==> config.mk <==
export PLATFORM = sky130hd
export DESIGN_NAME = bus_dev_fifo
export DESIGN_NICKNAME = d
export VERILOG_FILES = /design/src/rtl/bus_fifo_pkg.sv /design/src/rtl/bus_dev_fifo.sv
export SDC_FILE = /design/constraint.sdc
export NUM_CORES = 1
export LEC_CHECK = 0
export BUFFER_PORTS_ARGS = -buffer_cell sky130_fd_sc_hd__buf_4
export CAP_MARGIN = 20
export CELL_PAD_IN_SITES_DETAIL_PLACEMENT = 2
export CELL_PAD_IN_SITES_GLOBAL_PLACEMENT = 2
export CORE_MARGIN = 2
export CORE_UTILIZATION = 42
export DETAILED_ROUTE_END_ITERATION = 10
export MAX_ROUTING_LAYER = met4
export PLACE_DENSITY_LB_ADDON = 0.1
export SYNTH_ARGS = -nofsm -noshare
export SYNTH_HDL_FRONTEND = slang
export SYNTH_SLANG_ARGS = --single-unit
==> constraint.sdc <==
create_clock -name clk -period 2.66 [get_ports clk]
set_input_delay 0.133 -clock clk [delete_from_list [all_inputs] [get_ports clk]]
set_output_delay 0.133 -clock clk [all_outputs]
set_load 0.02 [all_outputs]
==> src/rtl/bus_fifo_pkg.sv <==
// Shared packet types and helpers for the per-device bus FIFOs, drivers, monitors and scoreboard.
// Optional statistics counters in bus_dev_fifo are enabled with FIFO_STATS_EN.
package bus_fifo_pkg;

    localparam int PCKG_SZ = 16;
    localparam logic [7:0] BROADCAST_ID = 8'hFF;

    typedef logic [PCKG_SZ-1:0] pkt_t;

    function automatic logic [7:0] dest_of(input pkt_t pkt);
        return pkt[PCKG_SZ-1 -: 8];
    endfunction

    // Statistics counters hold at all-ones instead of wrapping.
    function automatic logic [31:0] sat_inc(input logic [31:0] v);
        logic [31:0] r;
        if (v == 32'hFFFF_FFFF) begin
            r = v;
        end else begin
            r = v + 32'd1;
        end
        return r;
    endfunction

endpackage

==> src/rtl/bus_dev_fifo.sv <==
// Per-device show-ahead FIFO between a device driver and one bus slot.
// Define FIFO_STATS_EN to add saturating push/pop/drop counters.
module bus_dev_fifo
    import bus_fifo_pkg::*;
#(
    parameter int pckg_sz = PCKG_SZ,
    parameter int depth   = 8
) (
    input  logic                       clk,
    input  logic                       reset,
    input  logic                       push,
    input  logic [pckg_sz-1:0]         D_push,
    input  logic                       pop,
    output logic [pckg_sz-1:0]         D_pop,
    output logic                       pndng,
    output logic                       full,
    output logic [$clog2(depth):0]     count,
    output logic                       overflow,
    output logic                       underflow
`ifdef FIFO_STATS_EN
    ,
    output logic [31:0]                push_cnt,
    output logic [31:0]                pop_cnt,
    output logic [31:0]                drop_cnt
`endif
);

    localparam int PW = $clog2(depth);
    localparam int CW = PW + 1;

    logic [pckg_sz-1:0] mem_q [depth];
    logic [PW-1:0]      rd_ptr_q, rd_ptr_d;
    logic [PW-1:0]      wr_ptr_q, wr_ptr_d;
    logic [CW-1:0]      count_q, count_d;
    logic               overflow_q, overflow_d;
    logic               underflow_q, underflow_d;
    logic               empty;
    logic               wr_en;
    logic               rd_en;
    logic               drop;

    assign empty = (count_q == {CW{1'b0}});

    // Accept/reject decisions; a pop while full frees the slot the same-edge push needs.
    always_comb begin
        wr_en       = push && (!full || pop);
        rd_en       = pop && !empty;
        drop        = push && full && !pop;
        overflow_d  = drop;
        underflow_d = pop && empty;
        rd_ptr_d    = rd_ptr_q;
        wr_ptr_d    = wr_ptr_q;
        count_d     = count_q;
        if (wr_en) begin
            wr_ptr_d = wr_ptr_q + PW'(1);
        end else begin
            wr_ptr_d = wr_ptr_q;
        end
        if (rd_en) begin
            rd_ptr_d = rd_ptr_q + PW'(1);
        end else begin
            rd_ptr_d = rd_ptr_q;
        end
        case ({wr_en, rd_en})
            2'b10:   count_d = count_q + CW'(1);
            2'b01:   count_d = count_q - CW'(1);
            default: count_d = count_q;
        endcase
    end

    // Pointer, occupancy and error-pulse state.
    always_ff @(posedge clk or posedge reset) begin
        if (reset) begin
            rd_ptr_q    <= {PW{1'b0}};
            wr_ptr_q    <= {PW{1'b0}};
            count_q     <= {CW{1'b0}};
            overflow_q  <= 1'b0;
            underflow_q <= 1'b0;
        end else begin
            rd_ptr_q    <= rd_ptr_d;
            wr_ptr_q    <= wr_ptr_d;
            count_q     <= count_d;
            overflow_q  <= overflow_d;
            underflow_q <= underflow_d;
        end
    end

    // Storage is deliberately not reset; empty gating on D_pop hides stale words.
    always_ff @(posedge clk) begin
        if (wr_en) begin
            mem_q[wr_ptr_q] <= D_push;
        end
    end

    assign D_pop     = empty ? {pckg_sz{1'b0}} : mem_q[rd_ptr_q];
    assign pndng     = !empty;
    assign full      = (count_q == CW'(depth));
    assign count     = count_q;
    assign overflow  = overflow_q;
    assign underflow = underflow_q;

`ifdef FIFO_STATS_EN
    logic [31:0] push_cnt_q, push_cnt_d;
    logic [31:0] pop_cnt_q,  pop_cnt_d;
    logic [31:0] drop_cnt_q, drop_cnt_d;

    // Next values of the saturating statistics counters.
    always_comb begin
        push_cnt_d = push_cnt_q;
        pop_cnt_d  = pop_cnt_q;
        drop_cnt_d = drop_cnt_q;
        if (wr_en) begin
            push_cnt_d = sat_inc(push_cnt_q);
        end else begin
            push_cnt_d = push_cnt_q;
        end
        if (rd_en) begin
            pop_cnt_d = sat_inc(pop_cnt_q);
        end else begin
            pop_cnt_d = pop_cnt_q;
        end
        if (drop) begin
            drop_cnt_d = sat_inc(drop_cnt_q);
        end else begin
            drop_cnt_d = drop_cnt_q;
        end
    end

    // Statistics counter registers.
    always_ff @(posedge clk or posedge reset) begin
        if (reset) begin
            push_cnt_q <= 32'd0;
            pop_cnt_q  <= 32'd0;
            drop_cnt_q <= 32'd0;
        end else begin
            push_cnt_q <= push_cnt_d;
            pop_cnt_q  <= pop_cnt_d;
            drop_cnt_q <= drop_cnt_d;
        end
    end

    assign push_cnt = push_cnt_q;
    assign pop_cnt  = pop_cnt_q;
    assign drop_cnt = drop_cnt_q;
`endif

endmodule

Word level (Yosys, flattened, before mapping)
Memory sizes are Yosys's and may differ from the RTL's.
Index checks and enable logic that the tools add are counted.
{"block": "totals", "reg_bits": 12, "ramBits": 128, "input_bits": 20, "out_inout_bits": 24, "elab_cells": 28, "n_memories": 1}
{"name": "mem_q", "depth": 8, "word_bits": 16, "read_ports": 1, "rd_clocked_by_memory_dff": 0, "wr": 1, "line_no": "bus_dev_fifo.sv:31", "text": "logic [pckg_sz-1:0] mem_q [depth];"}
{"block": "op_classes", "add_sub_neg": 4, "n_eq_ne": 3, "muxes": 4, "reduce_logical": 11}
{"cell": "$mux W16", "count": 1}
{"cell": "$pmux W4 S2", "count": 1}
{"cell": "$add A3 B1 Y3 const B", "count": 2}
{"cell": "$logic_and A1 B1 Y1", "count": 5}
{"cell": "$add A4 B1 Y4 const B", "count": 1}
{"cell": "$eq A4 B4 Y1 const B", "count": 1}
{"cell": "$logic_not A4 Y1", "count": 1}
{"cell": "$sub A4 B1 Y4 const B", "count": 1}
{"cell": "$logic_not A1 Y1", "count": 3}
{"cell": "$eq A2 B1 Y1 const B", "count": 1}
{"cell": "$eq A2 B2 Y1 const B", "count": 1}
{"cell": "$mux W1", "count": 2}
{"cell": "$reduce_bool A2 Y1", "count": 1}
{"cell": "$logic_or A1 B1 Y1", "count": 1}

Longest topological paths before layout
Gate-level depths: netlist (run 1).
{"block": "logic_depth", "depth_word": 6, "depth_mapped": 11, "depth_no_buf": 10}

Worst setup path before layout (run 1)
OpenSTA, ideal clock, no wires.
{"block": "synth_path", "path_type": "flip-flop to flip-flop", "start": "reg count_q[0] (netlist: count[0])", "end": "mem mem_q[0][0] in the netlist's numbering (enable)", "setup_time_ps": 430, "arrival_ps": 2522, "t_required_ps": 2230, "path_slack_ps": -292, "path_stages_with_launch": 5, "path_buffers": 1, "period_less_slack_ps": 2952, "path_cell_list": "dfrtp_1 > or4b_4 > buf_6 > o21ai_4 > nor4_1"}
{"block": "synth_via", "elab_chain_cells": 6}
{"element": "start: declaration", "line_no": "bus_dev_fifo.sv:34", "text": "logic [CW-1:0] count_q, count_d;"}
{"element": "start signal: assignment", "line_no": "bus_dev_fifo.sv:76", "text": "count_q <= {CW{1'b0}};"}
{"element": "start signal: assignment", "line_no": "bus_dev_fifo.sv:82", "text": "count_q <= count_d;"}
{"element": "$eq A4 B4 Y1", "line_no": "bus_dev_fifo.sv:97", "text": "assign full = (count_q == CW'(depth));"}
{"element": "$logic_not A1 Y1", "line_no": "bus_dev_fifo.sv:46", "text": "wr_en = push && (!full || pop);"}
{"element": "$logic_or A1 B1 Y1", "line_no": "bus_dev_fifo.sv:46"}
{"element": "$logic_and A1 B1 Y1", "line_no": "bus_dev_fifo.sv:46"}
{"element": "$mux W1", "line_no": "bus_dev_fifo.sv:90", "text": "if (wr_en) begin"}
{"element": "$mux W1 (not written as such)", "line_no": "bus_dev_fifo.sv:91", "text": "mem_q[wr_ptr_q] <= D_push;"}
{"element": "end: declaration", "line_no": "bus_dev_fifo.sv:31"}
Every way passes these cells.

Worst setup path in the final report (run 1)
{"block": "layout_path", "start": "reg count_q[2] (netlist: count[2])", "end": "out D_pop[9]"}
{"block": "layout_via", "elab_chain_cells": 2}
{"element": "$logic_not A4 Y1", "line_no": "bus_dev_fifo.sv:42", "text": "assign empty = (count_q == {CW{1'b0}});"}
{"element": "$mux W16", "line_no": "bus_dev_fifo.sv:95", "text": "assign D_pop = empty ? {pckg_sz{1'b0}} : mem_q[rd_ptr_q];"}
{"element": "end: declaration", "line_no": "bus_dev_fifo.sv:14", "text": "output logic [pckg_sz-1:0] D_pop,"}
Every way passes these cells.

==> results of run 1 <==
[worst max-delay path: stages (launching register included)]
cell     delay (ns)
dfrtp_1        0.37
buf_4          0.16
nor4_2         0.34
inv_2          0.11
and2_1         0.48
a22o_1         0.36
buf_4          0.16
[stage by stage]
step	total power (µW)	instance area [µm²]	hold WS, ns	utilization, %	setup slack [ns]
floorplan	4860	5590	-0.00244	-	0.0228
global placement	5850	6240	0.203	49.0	0.223
detailed placement	5950	6240	0.211	49.0	0.203
CTS	8090	6930	0.0107	54.5	0.0548
global route	8350	6930	0.0235	54.5	0.0113
finish	7970	6930	0.0257	54.5	0.124
[cells by family after synthesis]
group                      Yosys count
DFF                                140
muxes                               36
AOI/OAI and AO/OA                   25
and+or+nand+nor                     25
buffers and inverters               21
xor gates and xnor gates             7
adders and majority gates            5
[Yosys cell counts, types with 2 or more instances]
master	number
ha_1	5
buf_2	5
and2_1	2
nand2b_1	2
inv_1	5
nor2_1	5
clkbuf_1	6
nand2_1	2
o211ai_1	2
mux4_2	32
nor3_1	4
dfrtp_1	12
mux2_2	2
a22o_1	16
edfxtp_1	128
xnor2_1	6
buf_6	3
[power groups by stage]
stage | clock network, µW | registers [µW] | logic (µW)
5_1_grt | 2230 | 3070 | 3050
4_1_cts | 2140 | 3030 | 2910
3_5_place_dp | 0 | 3070 | 2880
6_report | 2110 | 3030 | 2830
2_1_floorplan | 0 | 3010 | 1850
3_3_place_gp | 0 | 3040 | 2810
[layout make-up]
| class | count | area [µm²] | area share [%] |
|---|---|---|---|
| clock inverters | 12 | 80.1 | 1.15 |
| flip-flops and latches | 140 | 4150 | 59.8 |
| inverters | 6 | 22.5 | 0.325 |
| clock buffers | 20 | 437 | 6.30 |
| repair buffers | 83 | 681 | 9.82 |
| well taps | 172 | 215 | 3.10 |
| multi-input cells | 98 | 1350 | 19.5 |
[sequential cells by signal, summed over array words and instances (netlist names)]
| name | flops |
|---|---|
| underflow | 1 |
| rd_ptr_q | 3 |
| wr_ptr_q | 3 |
| count | 4 |
| overflow | 1 |
| mem_q | 128 |
[path summary, 6_finish.rpt]
kind / startpoint / end / slack, ns / cells past startpoint
setup / recovery: count[2] / D_pop[9] / 0.12 / 6
hold / removal: push / overflow / 0.03 / 2
setup reg to reg: count[0] / count[3] / 0.21 / 6
hold reg to reg: rd_ptr_q[2] / rd_ptr_q[2] / 0.51 / 1
max in group asynchronous: reset / rd_ptr_q[0] / 1.98 / 3
min in group asynchronous: reset / overflow / 0.30 / 3
[layer usage]
layer,vias to the layer above,part of all wire [%],wire [µm]
met5,-,0,0
met4,0,1.2,150
met3,14,3.0,389
met2,55,53,6780
met1,1527,43,5460
li1,1249,-,-
[repair_timing]
action / CTS / global route
hold buffers: 18 / 0
endpoints found under the hold margin: 141 / 0
endpoints found under the setup margin: 0 / 0
==> results by group, run 1 <==
Detailed routing
  – Iteration-0 DRC Markers: 243
  – DR DRC count: 0
  – Via density: 5.36
  – Number of nets still failing antenna checks after routing: 0
  – Avg WL per Cell: 24.1 µm
  – Final Routed Wirelength: 12.8 mm
  – DR vias: 2845
  – Pre-Repair DR Iteration Count: 4

Global route
  – Met2 GRT Util: 34.3%
  – Initial antenna violation count: 0
  – Vias in the first global route: 3281
  – Met3 GRT Util: 4.58%
  – Total track usage: 20.6%
  – Largest net degree at the start of global routing: 27
  – Total gr overflow: 0
  – GR peak layer: met2
  – Met1 Usage GRT: 24.9%
  – First-pass GRT wire length: 19.9 mm

Setup path
  – Critical path type: reg -> out
  – CP max FO: 16
  – WP data required: 2.53 ns
  – Arrival time at the worst endpoint: 2.40 ns
  – CP Launch Type: flip-flop
  – Critical Path End Type: primary output

Yosys
  – Synth top area cells: edfxtp_1 (70%), mux4_2 (13%), dfrtp_1 (5.4%), a22o_1 (2.5%), ha_1 (1.1%)
  – Largest area contributor in the netlist: edfxtp_1
  – Mapped Cells: 259
  – Xor and xnor area share after synthesis: 1.11%
  – Post-synth ARST share: 8.57%
  – Yosys warnings: 0
  – Post-Syn Nets: 284
  – Netlist cell types: 39
  – Largest family of logic cells by synthesized area: multiplexers
  – Adder-cell area share of the yosys netlist: 1.13%
  – Post-synthesis compound-gate area fraction: 3.95%
  – Netlist Area Pre-Place: 5520 µm²
  – Post-Synth Simple-Gate Area: 2.83%
  – Post-synth top area share: 69.7%
  – Seq/Total Area, Yosys: 75.1%
  – Yosys reg bits: 140
  – Post-synthesis mux area share: 13.9%
  – Synth Flop Type: edfxtp_1
  – Avg Inst Size Synth: 21.3 µm²
  – Post-synth EDFFs: 128

Final layout
  – Ant. Diodes: 0
  – Layout cell share with drive strength beyond 1: 39.0%
  – Most common cell after layout, fill and taps aside: edfxtp_1
  – Fin nets: 371
  – Area Growth Syn to Fin: 25.7%
  – Most frequent cells in the layout: edfxtp_1 (128), buf_4 (64), mux4_2 (32)
  – Fill count: 1138
  – Layout Cells excl Fill: 531

STA
  – Final setup fails: 0
  – Period minus WS final: 2.54 ns
  – Final hold violations: 0
  – Clock Skews: 0.00682 ns
  – FMAX: 394 MHz
  – Final critical-path share of the clock period: 95.4%
  – Final-report max-slew violation count: 0
  – Setup TNS: 0 ns
  – Max_slew headroom: 39.1%
  – RSZ-0062 raised after global routing: no
  – Worst slew pin tran: 0.914 ns

Job
  – Maxcap violations: 0

Placed design
  – Post-Place Cells: 481
  – PortBufs: 43
  – GPL Wtd Cong: 0.699
  – Detailed Place HPWL: 7.97 mm

Die
  – # IOs: 44
  – Starting Density: 43.4%
  – Die Wd: 119 µm
  – Core Rows: 41
  – Die span in y: 119 µm
  – Core area: 12700 µm²
  – Die Area: 14100 µm²

Pwr
  – Internal: 5400 µW
  – LEAKAGE: 0.00241 µW
  – Pwr dens: 1150 nW/µm²
  – Sw frac: 32.2%
  – Sw Pwr: 2570 µW
  – Max rail drop VDD: 0.000509 V
  – Seq pwr share: 38.0%
  – Part of the power in the clock network: 26.4%
  – Combinational fraction of design power: 35.6%

Clocking
  – TritonCTS Buffers: 17
  – CTS max path bufs: 2
  – CTS root buf: clkbuf_16
  – Post-cts sizing count: 0
  – Worst-path clk slew: 0.06 ns
  – Post-CTS setup buffers: 0
  – CTS tree: yes
  – Clk_lat worst skew: 0.42 ns
  – CTS HTree Levels: 4
  – CTS sink count: 140

Hold path
  – Hold Path Class: in -> reg

Status
  – Status: finished clean
(Power assumes the default switching activity.)
==> run 2: changes to the inputs <==
--- a/config.mk
+++ b/config.mk
@@ -7,10 +7,10 @@
 export LEC_CHECK = 0
 export BUFFER_PORTS_ARGS = -buffer_cell sky130_fd_sc_hd__buf_4
 export CAP_MARGIN = 20
-export CELL_PAD_IN_SITES_DETAIL_PLACEMENT = 2
-export CELL_PAD_IN_SITES_GLOBAL_PLACEMENT = 2
+export CELL_PAD_IN_SITES_DETAIL_PLACEMENT = 0
+export CELL_PAD_IN_SITES_GLOBAL_PLACEMENT = 1
 export CORE_MARGIN = 2
-export CORE_UTILIZATION = 42
+export CORE_UTILIZATION = 47
 export DETAILED_ROUTE_END_ITERATION = 10
 export MAX_ROUTING_LAYER = met4
 export PLACE_DENSITY_LB_ADDON = 0.1
==> results by group, run 2 (synthesis results as in run 1) <==
Final layout
  – Area Growth Syn to Fin: 26.0%
  – Most flops, register: mem_q
  – Most common cell after layout, fill and taps aside: edfxtp_1
  – Most frequent cells in the layout: edfxtp_1 (128), buf_4 (62), mux4_2 (32)
  – Layout cell share with drive strength beyond 1: 39.1%
  – Max reg flops: 128
  – Ant. Diodes: 0
  – Fin nets: 370

Global route
  – Total gr overflow: 0
  – First-pass GRT wire length: 16.8 mm
  – Initial antenna violation count: 0
  – Vias in the first global route: 3013
  – Largest net degree at the start of global routing: 31
  – Total track usage: 19.0%

Hold path
  – Hold Path End: overflow
  – Hold Path Class: in -> reg
  – Hold path depth: 2
  – Worst Hold Launch: push

STA
  – FMAX: 404 MHz
  – Setup TNS: 0 ns
  – Clock Skews: 0.00735 ns
  – Max_slew headroom: 39.9%
  – Period minus WS final: 2.47 ns
  – Final setup fails: 0
  – Final hold violations: 0
  – Final critical-path share of the clock period: 93.0%
  – RSZ-0062 raised after global routing: no
  – Worst slew pin tran: 0.898 ns
  – Final-report max-slew violation count: 0

Pwr
  – Combinational fraction of design power: 34.3%
  – LEAKAGE: 0.00243 µW
  – Sw frac: 30.4%
  – Seq pwr share: 37.6%
  – Pwr dens: 1160 nW/µm²
  – Internal: 5620 µW
  – Max rail drop VDD: 0.000727 V
  – Sw Pwr: 2450 µW
  – Part of the power in the clock network: 28.1%
  – Power, Total: 8070 µW

Setup path
  – R2r setup slk: 0.19 ns
  – CP max stage delay: 0.61 ns
  – Critical Path End Type: flip-flop
  – CP max FO: 8
  – RR Startpoint: count[0]
  – Arrival time at the worst endpoint: 2.75 ns
  – CP Launch Type: flip-flop
  – RR Endpoint: count[3]
  – Cell breakdown of the critical path: or4b_4, o21ai_4, ha_4, or3b_4, a2111oi_4, o221ai_1
  – WP data required: 2.94 ns
  – R2R cell count: 6
  – Slowest-stage cell, CP: or4b_4
  – Critical path type: reg -> reg

Detailed routing
  – DR DRC count: 0
  – Iteration-0 DRC Markers: 125
  – Number of nets still failing antenna checks after routing: 0
  – Final Routed Wirelength: 10.5 mm
  – Avg WL per Cell: 21.0 µm
  – Pre-Repair DR Iteration Count: 4
  – Via density: 5.48
  – DR vias: 2747

Placed design
  – Detailed Place HPWL: 6.39 mm
  – GPL Wtd Cong: 0.750
  – PortBufs: 43

Die
  – Die Wd: 112 µm
  – Core area: 11400 µm²
  – Core Rows: 39
  – # IOs: 44
  – Die Area: 12600 µm²
  – Starting Density: 48.3%
  – Die span in y: 112 µm

Clocking
  – Post-CTS setup buffers: 0
  – CTS max path bufs: 2
  – TritonCTS Buffers: 17
  – CTS HTree Levels: 4
  – CTS root buf: clkbuf_16
  – Worst-path clk slew: 0.05 ns
  – CTS tree: yes
  – CTS sink count: 140
  – Clk_lat worst skew: 0.41 ns

Job
  – Maxcap violations: 0

Status
  – Status: finished clean
## run 2: cell count changes in the layout (fill, tap and decap cells not counted)
| cell | change |
|---|---|
| and2_1 | -1 |
| bufinv_16 | +2 |
| and2_2 | +1 |
| clkinv_1 | -2 |
| clkbuf_1 | +2 |
| buf_12 | +1 |
| buf_4 | -2 |
| clkinv_2 | -2 |
## run 2: how the worst max path moves through the flow
stage	slack, ns	start	cells after the start	end
after floorplan	0.02	count[1]	9	count[3]
after global placement	0.22	count[0]	6	count[3]
after detailed placement	0.19	count[0]	6	count[3]
after CTS	0.06	count[2]	6	D_pop[13]
after global routing	0.03	count[2]	11	count[2]
final	0.19	count[0]	6	count[3]
## run 2: worst max-delay path, delay by kind of cell (launching register included)
family	cells	cell delay (ns)
simple gates	2	1.01
compound gates	3	0.68
flops	1	0.46
fa+ha+maj	1	0.20
## run 2: timing repair
item,CTS,global route
setup endpoints to repair,0,15
hold buffers,18,0
gates resized for setup,0,1
hold endpoints to repair,141,0
## run 2: metal layers
metal	GRT usage (%)	wire (µm)	up-vias
met5	-	0	-
met2	29.1	5310	56
met3	5.13	360	11
met1	25.0	4730	1430
li1	-	-	1250
met4	6.59	108	0
## run 2: cell type report
type	instances	area (µm²)
fill	857	4460
timing repair buffer	82	686
sequential	140	4150
clock buffer	22	444
multi-input combinational	98	1350
clock inverter	10	123
tap	143	179
inverter	6	22.5
## run 2: power groups by stage
| stage | sequential (µW) | clock, µW | combinational (µW) |
|---|---|---|---|
| 2_1_floorplan | 3010 | 0 | 1850 |
| 3_3_place_gp | 3070 | 0 | 2780 |
| 3_5_place_dp | 3080 | 0 | 2790 |
| 4_1_cts | 3040 | 2310 | 2830 |
| 5_1_grt | 3090 | 2400 | 2970 |
| 6_report | 3040 | 2260 | 2770 |
## run 2: stage by stage
stage	instances	hold slack, ns	setup WS (ns)	cell area, µm²	utilization, %
2_1_floorplan	259	-0.00244	0.0228	5590	-
3_3_place_gp	451	0.209	0.223	6210	54.4
3_5_place_dp	451	0.212	0.194	6210	54.4
4_1_cts	501	0.0146	0.0637	6950	60.9
5_1_grt	501	0.0245	0.0260	6950	60.9
6_report	501	0.0348	0.187	6950	60.9
